**src/rtl/serializer_pkg.sv**
```systemverilog
// rtl/serializer_pkg.sv - shared state type and outgoing-bit helper for bit_serializer
package serializer_pkg;

    typedef enum logic {IDLE, SHIFT} ser_state_t;

    // Callers pass the two ends of the word so the helper stays width-agnostic.
    function automatic logic next_bit(input logic msb, input logic lsb, input logic msb_first);
        return msb_first ? msb : lsb;
    endfunction

endpackage

```
**src/rtl/serializer_hold_reg.sv**
```systemverilog
// rtl/serializer_hold_reg.sv - one-entry holding register with full flag
module serializer_hold_reg #(
    parameter int WIDTH = 8
) (
    input  logic             clk,
    input  logic             reset,
    input  logic             wr_en,
    input  logic [WIDTH-1:0] wr_data,
    input  logic             rd_en,
    output logic [WIDTH-1:0] rd_data,
    output logic             full
);

    always_ff @(posedge clk) begin
        if (reset) begin
            full    <= 1'b0;
            rd_data <= '0;
        end else if (wr_en) begin
            full    <= 1'b1;
            rd_data <= wr_data;
        end else if (rd_en) begin
            full    <= 1'b0;
        end
    end

endmodule

```
**src/rtl/bit_serializer.sv**
```systemverilog
// rtl/bit_serializer.sv - parallel-to-serial converter with one pending-word buffer
module bit_serializer
    import serializer_pkg::*;
#(
    parameter int   WIDTH      = 8,
    parameter bit   MSB_FIRST  = 1'b1,
    parameter logic IDLE_LEVEL = 1'b0
) (
    input  logic             clk,
    input  logic             reset,
    input  logic [WIDTH-1:0] in_word,
    input  logic             in_valid,
    output logic             in_ready,
    output logic             data,
    output logic             data_valid,
    output logic             word_done
);

    localparam int                CNT_W = $clog2(WIDTH);
    localparam logic [CNT_W-1:0]  LAST  = CNT_W'(WIDTH - 1);

    ser_state_t       state;
    logic [WIDTH-1:0] shifter;
    logic [CNT_W-1:0] cnt;
    logic [WIDTH-1:0] pend_word;
    logic             pend_full;

    logic             accept;
    logic             last;
    logic             pend_wr;
    logic             pend_rd;
    logic             load;
    logic [WIDTH-1:0] load_word;

    function automatic logic first_bit(input logic [WIDTH-1:0] w);
        return next_bit(w[WIDTH-1], w[0], MSB_FIRST);
    endfunction

    function automatic logic [WIDTH-1:0] advance(input logic [WIDTH-1:0] w);
        return MSB_FIRST ? (w << 1) : (w >> 1);
    endfunction

    assign in_ready  = !pend_full;
    assign accept    = in_valid && in_ready;
    assign last      = (state == SHIFT) && (cnt == LAST);
    assign pend_wr   = accept && (state == SHIFT) && !last;
    assign pend_rd   = last && pend_full;
    assign load      = ((state == IDLE) || last) && (pend_rd || accept);
    assign load_word = pend_rd ? pend_word : in_word;

    serializer_hold_reg #(
        .WIDTH (WIDTH)
    ) u_pending (
        .clk     (clk),
        .reset   (reset),
        .wr_en   (pend_wr),
        .wr_data (in_word),
        .rd_en   (pend_rd),
        .rd_data (pend_word),
        .full    (pend_full)
    );

    // The shifter keeps the bits still to be sent; data holds the bit on the wire now.
    always_ff @(posedge clk) begin
        if (reset) begin
            state      <= IDLE;
            shifter    <= '0;
            cnt        <= '0;
            data       <= IDLE_LEVEL;
            data_valid <= 1'b0;
            word_done  <= 1'b0;
        end else if (load) begin
            state      <= SHIFT;
            shifter    <= advance(load_word);
            cnt        <= '0;
            data       <= first_bit(load_word);
            data_valid <= 1'b1;
            word_done  <= 1'b0;
        end else if ((state == IDLE) || last) begin
            state      <= IDLE;
            cnt        <= '0;
            data       <= IDLE_LEVEL;
            data_valid <= 1'b0;
            word_done  <= 1'b0;
        end else begin
            shifter    <= advance(shifter);
            cnt        <= cnt + 1'b1;
            data       <= first_bit(shifter);
            data_valid <= 1'b1;
            word_done  <= ((cnt + 1'b1) == LAST);
        end
    end

endmodule

```
**config.mk**
```make
export PLATFORM = sky130hd
export DESIGN_NAME = bit_serializer
export DESIGN_NICKNAME = d
export VERILOG_FILES = /design/src/rtl/serializer_pkg.sv /design/src/rtl/serializer_hold_reg.sv /design/src/rtl/bit_serializer.sv
export SDC_FILE = /design/constraint.sdc
export NUM_CORES = 1
export LEC_CHECK = 0
export CORE_MARGIN = 3
export CORE_UTILIZATION = 57
export CTS_CLUSTER_SIZE = 24
export DETAILED_ROUTE_END_ITERATION = 8
export PLACE_DENSITY = 0.9
export SLEW_MARGIN = 20
export SYNTH_ARGS = -nofsm -noshare
export SYNTH_HDL_FRONTEND = slang
export SYNTH_HIERARCHICAL = 1
export SYNTH_SLANG_ARGS = --single-unit
```
**constraint.sdc**
```tcl
create_clock -name clk -period 4.47 [get_ports clk]
set_clock_uncertainty 0.05 [all_clocks]
set_input_delay 1.1175 -clock clk [delete_from_list [all_inputs] [get_ports clk]]
set_output_delay 1.1175 -clock clk [all_outputs]
set_load 0.05 [all_outputs]
```
==> metrics.md, run 1 <==
| Metric | Value |
|---|---|
| Netlist area before placement | `1111 sq um` |
| Crit Reg-Reg Startpoint | `cnt[0]` |
| Leakage power summed over all cells | `0.0005022 uW` |
| Setup total negative slack | `0 ns` |
| Global-route wire length before repair | `3450 um` |
| Detailed placement HPWL | `1401 um` |
| Clock Power Share | `24.3%` |
| Slew Limit Headroom | `51.95%` |
| Hold Startpoint | `shifter[7]` |
| Largest net degree at the start of global routing | `21` |
| Setup slack of the worst register-to-register path | `2.45 ns` |
| Fraction of final layout cells sized beyond drive strength 1 | `14.66%` |
| DRC Markers | `0` |
| Grt total ovfl | `0` |
| Timing-limited maximum frequency | `356.6 MHz` |
| Period minus WS final | `2.805 ns` |
| Number of antenna violations at the first check in global routing | `0` |
| Vias per cell | `5.255` |
| Critical setup path kind | `register to output pin` |
| Count of buffer and inverter cells on the critical path | `2` |
| Routed wirelength normalized by instance count | `12.99 um` |
| Unrepaired setup endpoints after global routing | `no` |
| Final core occ | `70.25%` |
| Switching share of power | `25.89%` |
| Number of vias in the routed layout | `741` |
| Via count of the first global-routing pass | `773` |
| Number of hold-repair buffers added at the cts stage | `0` |
| Number of gates resized after cts | `0` |
| Yosys cell types | `32` |
| Switching pwr | `98.40 uW` |
| Detailed-router iteration count before antenna repair | `4` |
| Sequential Power Share | `59.3%` |
| Number of cells on the worst hold path | `2` |
| CTS Buffer Depth | `2` |
| PortBufs | `14` |
| Post-Synthesis Net Count | `118` |
| Critical Path AT | `1.64 ns` |
| Max-capacitance violation count | `0` |
| DIE AREA | `2515 sq um` |
| Cell internal power dissipation | `281.6 uW` |
| Number of sinks handled by clock tree synthesis | `23` |
| Combinational group share of total power | `16.4%` |
| End of the worst hold path | `data` |
| Syn-to-layout area delta | `12.73%` |
| Horizontal die dimension | `50.15 um` |
| Length in cells of the worst reg-to-reg path | `6` |
| Commonest non-fill, non-tap cells in the layout | `dfxtp_1 (23), mux2i_1 (14), clkdlybuf4s50_1 (14)` |
| I/O pin count | `15` |
| Post-CTS setup buffers | `0` |
| Cell breakdown of the critical path | `inv_1 -> clkdlybuf4s50_1` |
| Sequential share of the synthesized area | `41.44%` |
| Global-route usage over all layers | `17.38%` |
| Slowest Stage Delay on Critical Path | `0.70 ns` |
| Antenna diode count | `0` |
| Number of nets in the final layout | `131` |
| Critical path startpoint category | `register` |
| H-tree levels | `1` |
| Transition time at the pin with the least slew margin | `0.7185 ns` |
| Clock Tree Root | `clkbuf_4` |
| Effective utilization at floorplan | `62.32%` |
| Power density cells | `303.4 nW/um^2` |
| Number of standard-cell rows in the floorplan | `15` |
| Critical Path Fanout Max | `10` |
| Flops & latches, synth | `23` |
| Initial DRC count | `7` |
| Final setup vio count | `0` |
| Routability-driven placement congestion ratio | `0.7739` |
| Final design area excluding fillers | `1252 sq um` |
| Required time of the critical path | `3.30 ns` |
| Outcome | `complete, no violations` |
| Syn Inst Count | `104` |
| Most common cell after layout, fill and taps aside | `dfxtp_1` |
| Crit share post-route | `62.74%` |
| Worst ir drop on vdd | `0.2083 mV` |
| TritonCTS Buffers | `3` |
| Core box area | `1783 sq um` |
| Avg Inst Size Synth | `10.68 sq um` |
| TritonCTS clock tree | `yes` |
| Max-slew violations | `0` |
| Cell area reported after detailed placement | `1225 sq um` |
| Critical path endpoint category | `output pin` |
| Family with the most delay on the worst path | `buffers and inverters` |
| Vert. Die Dim | `50.15 um` |
| Final WL | `1832 um` |
| Final hold violations | `0` |
| Worst-path cell with the longest stage delay | `clkdlybuf4s50_1` |
| Total number of yosys warnings | `6` |
| Min-Delay Path Class | `register to register` |
| Worst r2r dst | `u_pending/rd_data[1]` |
| Clk Latency, worst-skew pair | `0.30 ns` |
| Post-route antenna net violation count | `0` |
| Clock slew seen by the registers of the worst setup and hold paths | `0.12 ns` |
## Yosys cell counts (all sizes together)
cell type,instances,share of area [%]
mux2i,14,13
a2111oi,1,0.90
o32ai,1,0.79
and3,2,1.2
nor3b,2,1.8
ha,3,3.4
dfxtp,23,41
a21oi,2,0.90
and2,3,1.7
inv,6,2.0
o21ai,2,0.90
clkbuf,1,0.45
nand2,7,2.4
nand2b,6,4.7
a221o,1,0.90
nor2,8,2.7
or2b,1,0.79
o221ai,4,5.4
nor3,1,0.45
o22ai,1,0.56
a21o,1,1.4
nor2b,6,4.1
buf,5,4.7
a211o,1,1.6
nand3,1,1.6
a211oi,1,0.68
## logic make-up (layout without fill, tap and decap cells)
family | after synthesis | count (layout) | share of synthesized area, %
AND/OR/NAND/NOR | 37 | 37 | 21.40
buffers and inverters | 12 | 24 | 7.207
adder cells (fa/ha/maj) | 3 | 3 | 3.379
AO/OA/AOI/OAI | 15 | 15 | 13.96
multiplexers | 14 | 14 | 12.61
flip-flops | 23 | 23 | 41.44
## sequential cells by signal, summed over array words and instances (netlist names)
signal and flops:
data 1, u_pending/full 1, cnt 3, word_done 1, shifter 7, data_valid 1
u_pending/rd_data 8, state 1
## layout make-up
cell class	count	area, sq um
Multi-Input combinational cell	69	570.5
Fill cell	150	530.5
Sequential cell	23	460.4
Timing Repair Buffer	14	140.1
Tap cell	25	31.28
Clock buffer	3	22.52
Inverter	6	22.52
Clock inverter	1	5.005
## power by group through the flow
stage,Sequential [uW],Combinational [uW],Clock (uW)
final,225,62.4,92.2
after detailed placement,230,62.9,0
after floorplan,230,45.5,0
after global placement,229,60.7,0
after CTS,226,63.2,93.3
after global routing,227,68.6,106
## metal layers
metal / global-route usage (%) / share of wire [%] / up-vias
li1: - / - / 379
met1: 20.82 / 43 / 350
met2: 31.30 / 52 / 10
met3: 3.561 / 4.3 / 2
met4: 4.147 / 0.66 / 0
met5: 0 / 0 / -
## worst max path at each step
| stage | endpoint | from | cells after the start | slack (ns) |
|---|---|---|---|---|
| CTS | in_ready | u_pending/full | 2 | 1.66 |
| detailed placement | u_pending/rd_data[1] | in_valid | 5 | 1.56 |
| finish | in_ready | u_pending/full | 2 | 1.67 |
| global placement | u_pending/rd_data[3] | in_valid | 5 | 1.62 |
| global route | in_ready | u_pending/full | 2 | 1.57 |
| floorplan | u_pending/rd_data[0] | in_valid | 5 | 2.47 |
## worst min-delay path, cell delays in order, from the launching register on
cell	delay, ns
dfxtp_1	0.33
nand2_1	0.06
o21ai_1	0.05
## through the flow
| stage | setup slack, ns | hold WS, ns | instances | power [uW] |
|---|---|---|---|---|
| 4_1_cts | 1.657 | 0.4191 | 141 | 382.0 |
| 5_1_grt | 1.568 | 0.4676 | 141 | 402.5 |
| 3_3_place_gp | 1.623 | 0.3900 | 137 | 290.2 |
| 2_1_floorplan | 2.474 | 0.3725 | 104 | 275.5 |
| 6_report | 1.665 | 0.4158 | 141 | 380.0 |
| 3_5_place_dp | 1.557 | 0.4007 | 137 | 293.1 |
No activity file was read; power rests on OpenSTA's default activity.
==> run 2: changes to the inputs <==
--- a/config.mk
+++ b/config.mk
@@ -6,10 +6,10 @@
 export NUM_CORES = 1
 export LEC_CHECK = 0
 export CORE_MARGIN = 3
-export CORE_UTILIZATION = 57
+export CORE_UTILIZATION = 53
 export CTS_CLUSTER_SIZE = 24
 export DETAILED_ROUTE_END_ITERATION = 8
-export PLACE_DENSITY = 0.9
+export PLACE_DENSITY = 0.85
 export SLEW_MARGIN = 20
 export SYNTH_ARGS = -nofsm -noshare
 export SYNTH_HDL_FRONTEND = slang
==> constraint.sdc (replaced) <==
create_clock -name clk -period 2.7 [get_ports clk]
set_clock_uncertainty 0.05 [all_clocks]
set_input_delay 0.675 -clock clk [delete_from_list [all_inputs] [get_ports clk]]
set_output_delay 0.675 -clock clk [all_outputs]
set_load 0.05 [all_outputs]
==> metrics.md, run 2 (synthesis results as in run 1) <==
| Metric | Value |
|---|---|
| Leakage power summed over all cells | `0.0005091 uW (was 0.0005022 uW)` |
| Syn-to-layout area delta | `13.96% (was 12.73%)` |
| Unrepaired setup endpoints after global routing | `no (unchanged)` |
| Worst hold slack after final layout | `0.4148 ns (was 0.4158 ns)` |
| Final setup vio count | `0 (unchanged)` |
| Global-route usage over all layers | `16.30% (was 17.38%)` |
| Global-route wire length before repair | `3167 um (was 3450 um)` |
| Outcome | `complete, no violations (unchanged)` |
| CTS Buffer Depth | `2 (unchanged)` |
| Inst Count DP | `139 (was 137)` |
| Number of sinks handled by clock tree synthesis | `23 (unchanged)` |
| Cell breakdown of the critical path | `inv_1 -> clkdlybuf4s50_1 (unchanged)` |
| PortBufs | `14 (unchanged)` |
| Vert. Die Dim | `51.79 um (was 50.15 um)` |
| Critical path endpoint category | `output pin (unchanged)` |
| Worst ir drop on vdd | `0.3647 mV (was 0.2083 mV)` |
| Largest net degree at the start of global routing | `13 (was 21)` |
| Post-CTS setup buffers | `0 (unchanged)` |
| Crit share post-route | `88.50%` |
| Non-filler cells, final | `143 (was 141)` |
| Number of flip-flops under the largest register name | `8 (unchanged)` |
| Worst-path cell with the longest stage delay | `clkdlybuf4s50_1 (unchanged)` |
| Fill cells | `149 (was 150)` |
| Number of antenna violations at the first check in global routing | `0 (unchanged)` |
| Initial DRC count | `9 (was 7)` |
| Final design area excluding fillers | `1266 sq um (was 1252 sq um)` |
| Clock slew seen by the registers of the worst setup and hold paths | `0.12 ns (about the same)` |
| Routability-driven placement congestion ratio | `0.7465 (was 0.7739)` |
| Clk Latency, worst-skew pair | `0.31 ns (was 0.30 ns)` |
| Commonest non-fill, non-tap cells in the layout | `dfxtp_1 (23), mux2i_1 (14), clkdlybuf4s50_1 (14) (unchanged)` |
| I/O pin count | `15 (unchanged)` |
| TritonCTS clock tree | `yes (unchanged)` |
| Critical path startpoint category | `register (unchanged)` |
| Slew Limit Headroom | `66.53% (was 51.95%)` |
| Critical setup path kind | `register to output pin (unchanged)` |
| Register area | `460.4 sq um (unchanged)` |
| DRC Markers | `0 (unchanged)` |
| Core box area | `1858 sq um (was 1783 sq um)` |
| Footprint of the multi-input gates | `570.5 sq um (unchanged)` |
| Detailed placement HPWL | `1458 um (was 1401 um)` |
| Number of standard-cell rows in the floorplan | `15 (unchanged)` |
| Family with the most delay on the worst path | `buffers and inverters (unchanged)` |
| Number of hold-repair buffers added at the cts stage | `0 (unchanged)` |
| Number of gates resized after cts | `0 (unchanged)` |
| Cell area reported after detailed placement | `1240 sq um (was 1225 sq um)` |
| Antenna diode count | `0 (unchanged)` |
| Period minus WS final | `2.389 ns` |
| Transition time at the pin with the least slew margin | `0.4999 ns (was 0.7185 ns)` |
| Routed wirelength normalized by instance count | `13.69 um (was 12.99 um)` |
| Final WL | `1958 um (was 1832 um)` |
| H-tree levels | `1 (unchanged)` |
| Max-slew violations | `0 (unchanged)` |
| Detailed-router iteration count before antenna repair | `4 (unchanged)` |
| TritonCTS Buffers | `3 (unchanged)` |
| Number of vias in the routed layout | `760 (was 741)` |
| Timing-limited maximum frequency | `418.5 MHz` |
| Post-route antenna net violation count | `0 (unchanged)` |
| Most common cell after layout, fill and taps aside | `dfxtp_1 (unchanged)` |
| Vias per cell | `5.315 (was 5.255)` |
| Clock Tree Root | `clkbuf_4 (unchanged)` |
| DIE AREA | `2682 sq um (was 2515 sq um)` |
| Fraction of final layout cells sized beyond drive strength 1 | `15.25% (was 14.66%)` |
| Number of nets in the final layout | `133 (was 131)` |
| Count of buffer and inverter cells on the critical path | `2 (unchanged)` |
| Grt total ovfl | `0 (unchanged)` |
| Register ranked first by flip-flop count | `u_pending/rd_data (unchanged)` |
| Min-Delay Path Class | `register to register (unchanged)` |
| Max-capacitance violation count | `0 (unchanged)` |
| Via count of the first global-routing pass | `735 (was 773)` |
| Final hold violations | `0 (unchanged)` |
| Critical Path Fanout Max | `10 (unchanged)` |
| Horizontal die dimension | `51.79 um (was 50.15 um)` |
| Required time of the critical path | `1.98 ns (was 3.30 ns)` |
| Slowest Stage Delay on Critical Path | `0.70 ns (about the same)` |
| Effective utilization at floorplan | `59.80% (was 62.32%)` |
| Final core occ | `68.15% (was 70.25%)` |
| Critical Path AT | `1.66 ns (was 1.64 ns)` |
| Power density cells | `501.9 nW/um^2 (was 303.4 nW/um^2)` |
| Setup total negative slack | `0 ns (unchanged)` |
| Biggest registers after layout | `u_pending/rd_data: 8 flops, shifter: 7 flops, cnt: 3 flops (unchanged)` |
-- run 2: cell types whose count changed in the layout (fill, tap and decap cells not counted), sizes merged --
| cell | delta |
|---|---|
| clkbuf | +1 |
| buf | +2 |
| clkinv | -1 |
-- run 2: worst paths after layout --
check	start	slack (ns)	endpoint	depth (start not counted)
setup / recovery	u_pending/full	0.31	in_ready	2
hold / removal	shifter[7]	0.41	data	2
setup reg to reg	cnt[1]	0.73	u_pending/rd_data[6]	6
hold reg to reg	shifter[7]	0.41	data	2
-- run 2: layer usage --
| metal | vias to the layer above | part of all wire, % | track usage (%) | routed length [um] |
|---|---|---|---|---|
| met5 | - | 0 | 0 | 0 |
| met4 | 0 | 1.8 | 9.170 | 36 |
| met3 | 4 | 3.8 | 3.438 | 75 |
| met2 | 16 | 54 | 30.08 | 1064 |
| met1 | 355 | 40 | 16.84 | 781 |
| li1 | 385 | - | - | - |
-- run 2: power breakdown --
part / internal (uW) / total, uW / switching [uW]
clock network: 57.7 / 155 / 97.8
registers: 359 / 374 / 14.9
logic: 54.3 / 106 / 52.0
total: 471 / 635 / 165
-- run 2: cell type report --
type	instances	area share [%]
clock buffer	4	2.075
inverter	6	1.779
multi-input combinational	69	45.06
timing repair buffer	16	12.25
sequential	23	36.36
tap	25	2.470
-- run 2: per-stage QoR --
| step | setup slack (ns) | total power, uW |
|---|---|---|
| 5_1_grt | 0.2236 | 665.2 |
| 3_3_place_gp | 0.3206 | 482.7 |
| 2_1_floorplan | 1.116 | 456.1 |
| 3_5_place_dp | 0.2599 | 487.8 |
| 4_1_cts | 0.3047 | 641.4 |
| 6_report | 0.3106 | 635.5 |
-- run 2: worst register-to-register path, delay by kind of cell (launching register included) --
family	cells	cell delay [ns]
AND/OR/NAND/NOR	3	0.70
adder cells (fa/ha/maj)	2	0.53
flip-flops	1	0.34
multiplexers	1	0.26
==> run 3: changes to the inputs <==
--- a/config.mk
+++ b/config.mk
@@ -5,10 +5,11 @@
 export SDC_FILE = /design/constraint.sdc
 export NUM_CORES = 1
 export LEC_CHECK = 0
-export CORE_MARGIN = 3
+export CORE_MARGIN = 2
 export CORE_UTILIZATION = 53
 export CTS_CLUSTER_SIZE = 24
 export DETAILED_ROUTE_END_ITERATION = 8
+export MAX_ROUTING_LAYER = met4
 export PLACE_DENSITY = 0.85
 export SLEW_MARGIN = 20
 export SYNTH_ARGS = -nofsm -noshare
==> metrics.md, run 3 (synthesis results as in run 1) <==
| Metric | Value |
|---|---|
| Transition time at the pin with the least slew margin | `0.4978 ns (was 0.4999 ns)` |
| Switching share of power | `25.57% (was 25.92%)` |
| Critical path startpoint category | `register (unchanged)` |
| Initial DRC count | `5 (was 9)` |
| Final core occ | `64.35% (was 68.15%)` |
| Most common cell after layout, fill and taps aside | `dfxtp_1 (unchanged)` |
| Slew Limit Headroom | `66.81% (was 66.53%)` |
| Critical Path Fanout Max | `10 (unchanged)` |
| Final hold violations | `0 (unchanged)` |
| Register ranked first by flip-flop count | `u_pending/rd_data (unchanged)` |
| Vert. Die Dim | `49.79 um (was 51.79 um)` |
| Largest net degree at the start of global routing | `14 (was 13)` |
| Routed wirelength normalized by instance count | `12.31 um (was 13.69 um)` |
| Timing-limited maximum frequency | `423.6 MHz (was 418.5 MHz)` |
| Cell internal power dissipation | `467.3 uW (was 470.7 uW)` |
| Number of antenna violations at the first check in global routing | `0 (unchanged)` |
| Fraction of final layout cells sized beyond drive strength 1 | `15.38% (was 15.25%)` |
| Number of standard-cell rows in the floorplan | `16 (was 15)` |
| Crit share post-route | `87.43% (was 88.50%)` |
| Detailed-router iteration count before antenna repair | `4 (unchanged)` |
| Post-CTS setup buffers | `0 (unchanged)` |
| Final setup vio count | `0 (unchanged)` |
| Clock slew seen by the registers of the worst setup and hold paths | `0.12 ns (about the same)` |
| First element of the critical path | `u_pending/full (unchanged)` |
| Pre-CTS worst setup slack | `0.2477 ns (was 0.2599 ns)` |
| Clock Tree Root | `clkbuf_4 (unchanged)` |
| Core box area | `1962 sq um (was 1858 sq um)` |
| Syn-to-layout area delta | `13.63% (was 13.96%)` |
| Fill cells | `188 (was 149)` |
| Period minus WS final | `2.361 ns (was 2.389 ns)` |
| Number of gates resized after cts | `0 (unchanged)` |
| I/O pin count | `15 (unchanged)` |
| Biggest registers after layout | `u_pending/rd_data: 8 flops, shifter: 7 flops, cnt: 3 flops (unchanged)` |
| Critical path endpoint category | `output pin (unchanged)` |
| Post-route antenna net violation count | `0 (unchanged)` |
| Clock Power Share | `24.0% (was 24.5%)` |
| Horizontal die dimension | `49.79 um (was 51.79 um)` |
| Commonest non-fill, non-tap cells in the layout | `dfxtp_1 (23), mux2i_1 (14), clkdlybuf4s50_1 (14) (unchanged)` |
| Power density cells | `497.4 nW/um^2 (was 501.9 nW/um^2)` |
| Final WL | `1773 um (was 1958 um)` |
| Crit Reg-Reg Startpoint | `cnt[0] (was cnt[1])` |
| TritonCTS clock tree | `yes (unchanged)` |
| Unrepaired setup endpoints after global routing | `no (unchanged)` |
| H-tree levels | `1 (unchanged)` |
| Global-route wire length before repair | `3298 um (was 3167 um)` |
| Worst-case setup margin in the final layout | `0.3395 ns (was 0.3106 ns)` |
| Number of vias in the routed layout | `770 (was 760)` |
| Sequential Power Share | `59.5% (was 58.8%)` |
| Critical setup path kind | `register to output pin (unchanged)` |
| Clk Latency, worst-skew pair | `0.30 ns (was 0.31 ns)` |
| Max-capacitance violation count | `0 (unchanged)` |
| Effective utilization at floorplan | `56.63% (was 59.80%)` |
| Routability-driven placement congestion ratio | `0.7697 (was 0.7465)` |
| PortBufs | `14 (unchanged)` |
| Antenna diode count | `0 (unchanged)` |
| Global-route usage over all layers | `17.82% (was 16.30%)` |
| Number of sinks handled by clock tree synthesis | `23 (unchanged)` |
| Detailed placement HPWL | `1373 um (was 1458 um)` |
| Number of hold-repair buffers added at the cts stage | `0 (unchanged)` |
| Total design power | `627.9 uW (was 635.5 uW)` |
| DRC Markers | `0 (unchanged)` |
| Required time of the critical path | `1.98 ns (about the same)` |
| Grt total ovfl | `0 (unchanged)` |
| DIE AREA | `2479 sq um (was 2682 sq um)` |
| Max-slew violations | `0 (unchanged)` |
| Switching pwr | `160.6 uW (was 164.7 uW)` |
| Vias per cell | `5.347 (was 5.315)` |
| Combinational group share of total power | `16.5% (was 16.7%)` |
| Setup total negative slack | `0 ns (unchanged)` |
| Worst ir drop on vdd | `0.2511 mV (was 0.3647 mV)` |
| Outcome | `complete, no violations (unchanged)` |
| Hold Startpoint | `shifter[7] (unchanged)` |
| Number of flip-flops under the largest register name | `8 (unchanged)` |
| TritonCTS Buffers | `3 (unchanged)` |
| Leakage power summed over all cells | `0.0005070 uW (was 0.0005091 uW)` |
| CTS Buffer Depth | `2 (unchanged)` |
| Via count of the first global-routing pass | `792 (was 735)` |
| Critical Path AT | `1.64 ns (was 1.66 ns)` |
| Number of nets in the final layout | `132 (was 133)` |
| Min-Delay Path Class | `register to register (unchanged)` |
==> run 3: changes by cell type in the layout (fill, tap and decap cells not counted) <==
cell,delta
buf_4,-1
clkbuf_1,-1
clkinv_2,+1
==> run 3: cell type report <==
cell class	count	area (sq um)	share of cell area, %
Multi-Input combinational cell	69	570.5	45.19
Sequential cell	23	460.4	36.47
Timing Repair Buffer	15	147.6	11.69
Tap cell	27	33.78	2.676
Clock buffer	3	22.52	1.784
Inverter	6	22.52	1.784
Clock inverter	1	5.005	0.3964
==> run 3: power by group through the flow <==
stage	registers [uW]	logic [uW]	clock network [uW]
after floorplan	381	75.3	0
after global placement	380	101	0
after detailed placement	381	104	0
after CTS	373	105	159
after global routing	376	115	179
final	374	104	151
==> run 3: worst max-delay path, cell delays in order (launching register included) <==
cell	delay [ns]
dfxtp_1	0.56
inv_1	0.07
clkdlybuf4s50_1	0.70
==> run 3: final timing paths <==
path | endpoint | slack (ns) | depth (start not counted)
max | in_ready | 0.34 | 2
min | data | 0.43 | 2
max reg2reg | u_pending/rd_data[0] | 0.72 | 6
min reg2reg | data | 0.43 | 2
==> run 3: stage by stage <==
stage	cell area (sq um)	hold slack, ns	instances
4_1_cts	1262	0.4198	144
3_3_place_gp	1235	0.3946	140
6_report	1262	0.4319	144
3_5_place_dp	1235	0.4035	140
2_1_floorplan	1111	0.3725	104
5_1_grt	1262	0.4476	144
==> run 3: metal layers <==
metal | vias to the layer above | wire, um | part of all wire (%) | global-route usage, %
met3 | 4 | 67 | 3.8 | 3.939
met4 | 0 | 20 | 1.1 | 6.944
li1 | 384 | - | - | -
met1 | 368 | 783 | 44 | 20.19
met2 | 14 | 902 | 51 | 30.44
met5 | - | 0 | 0 | -
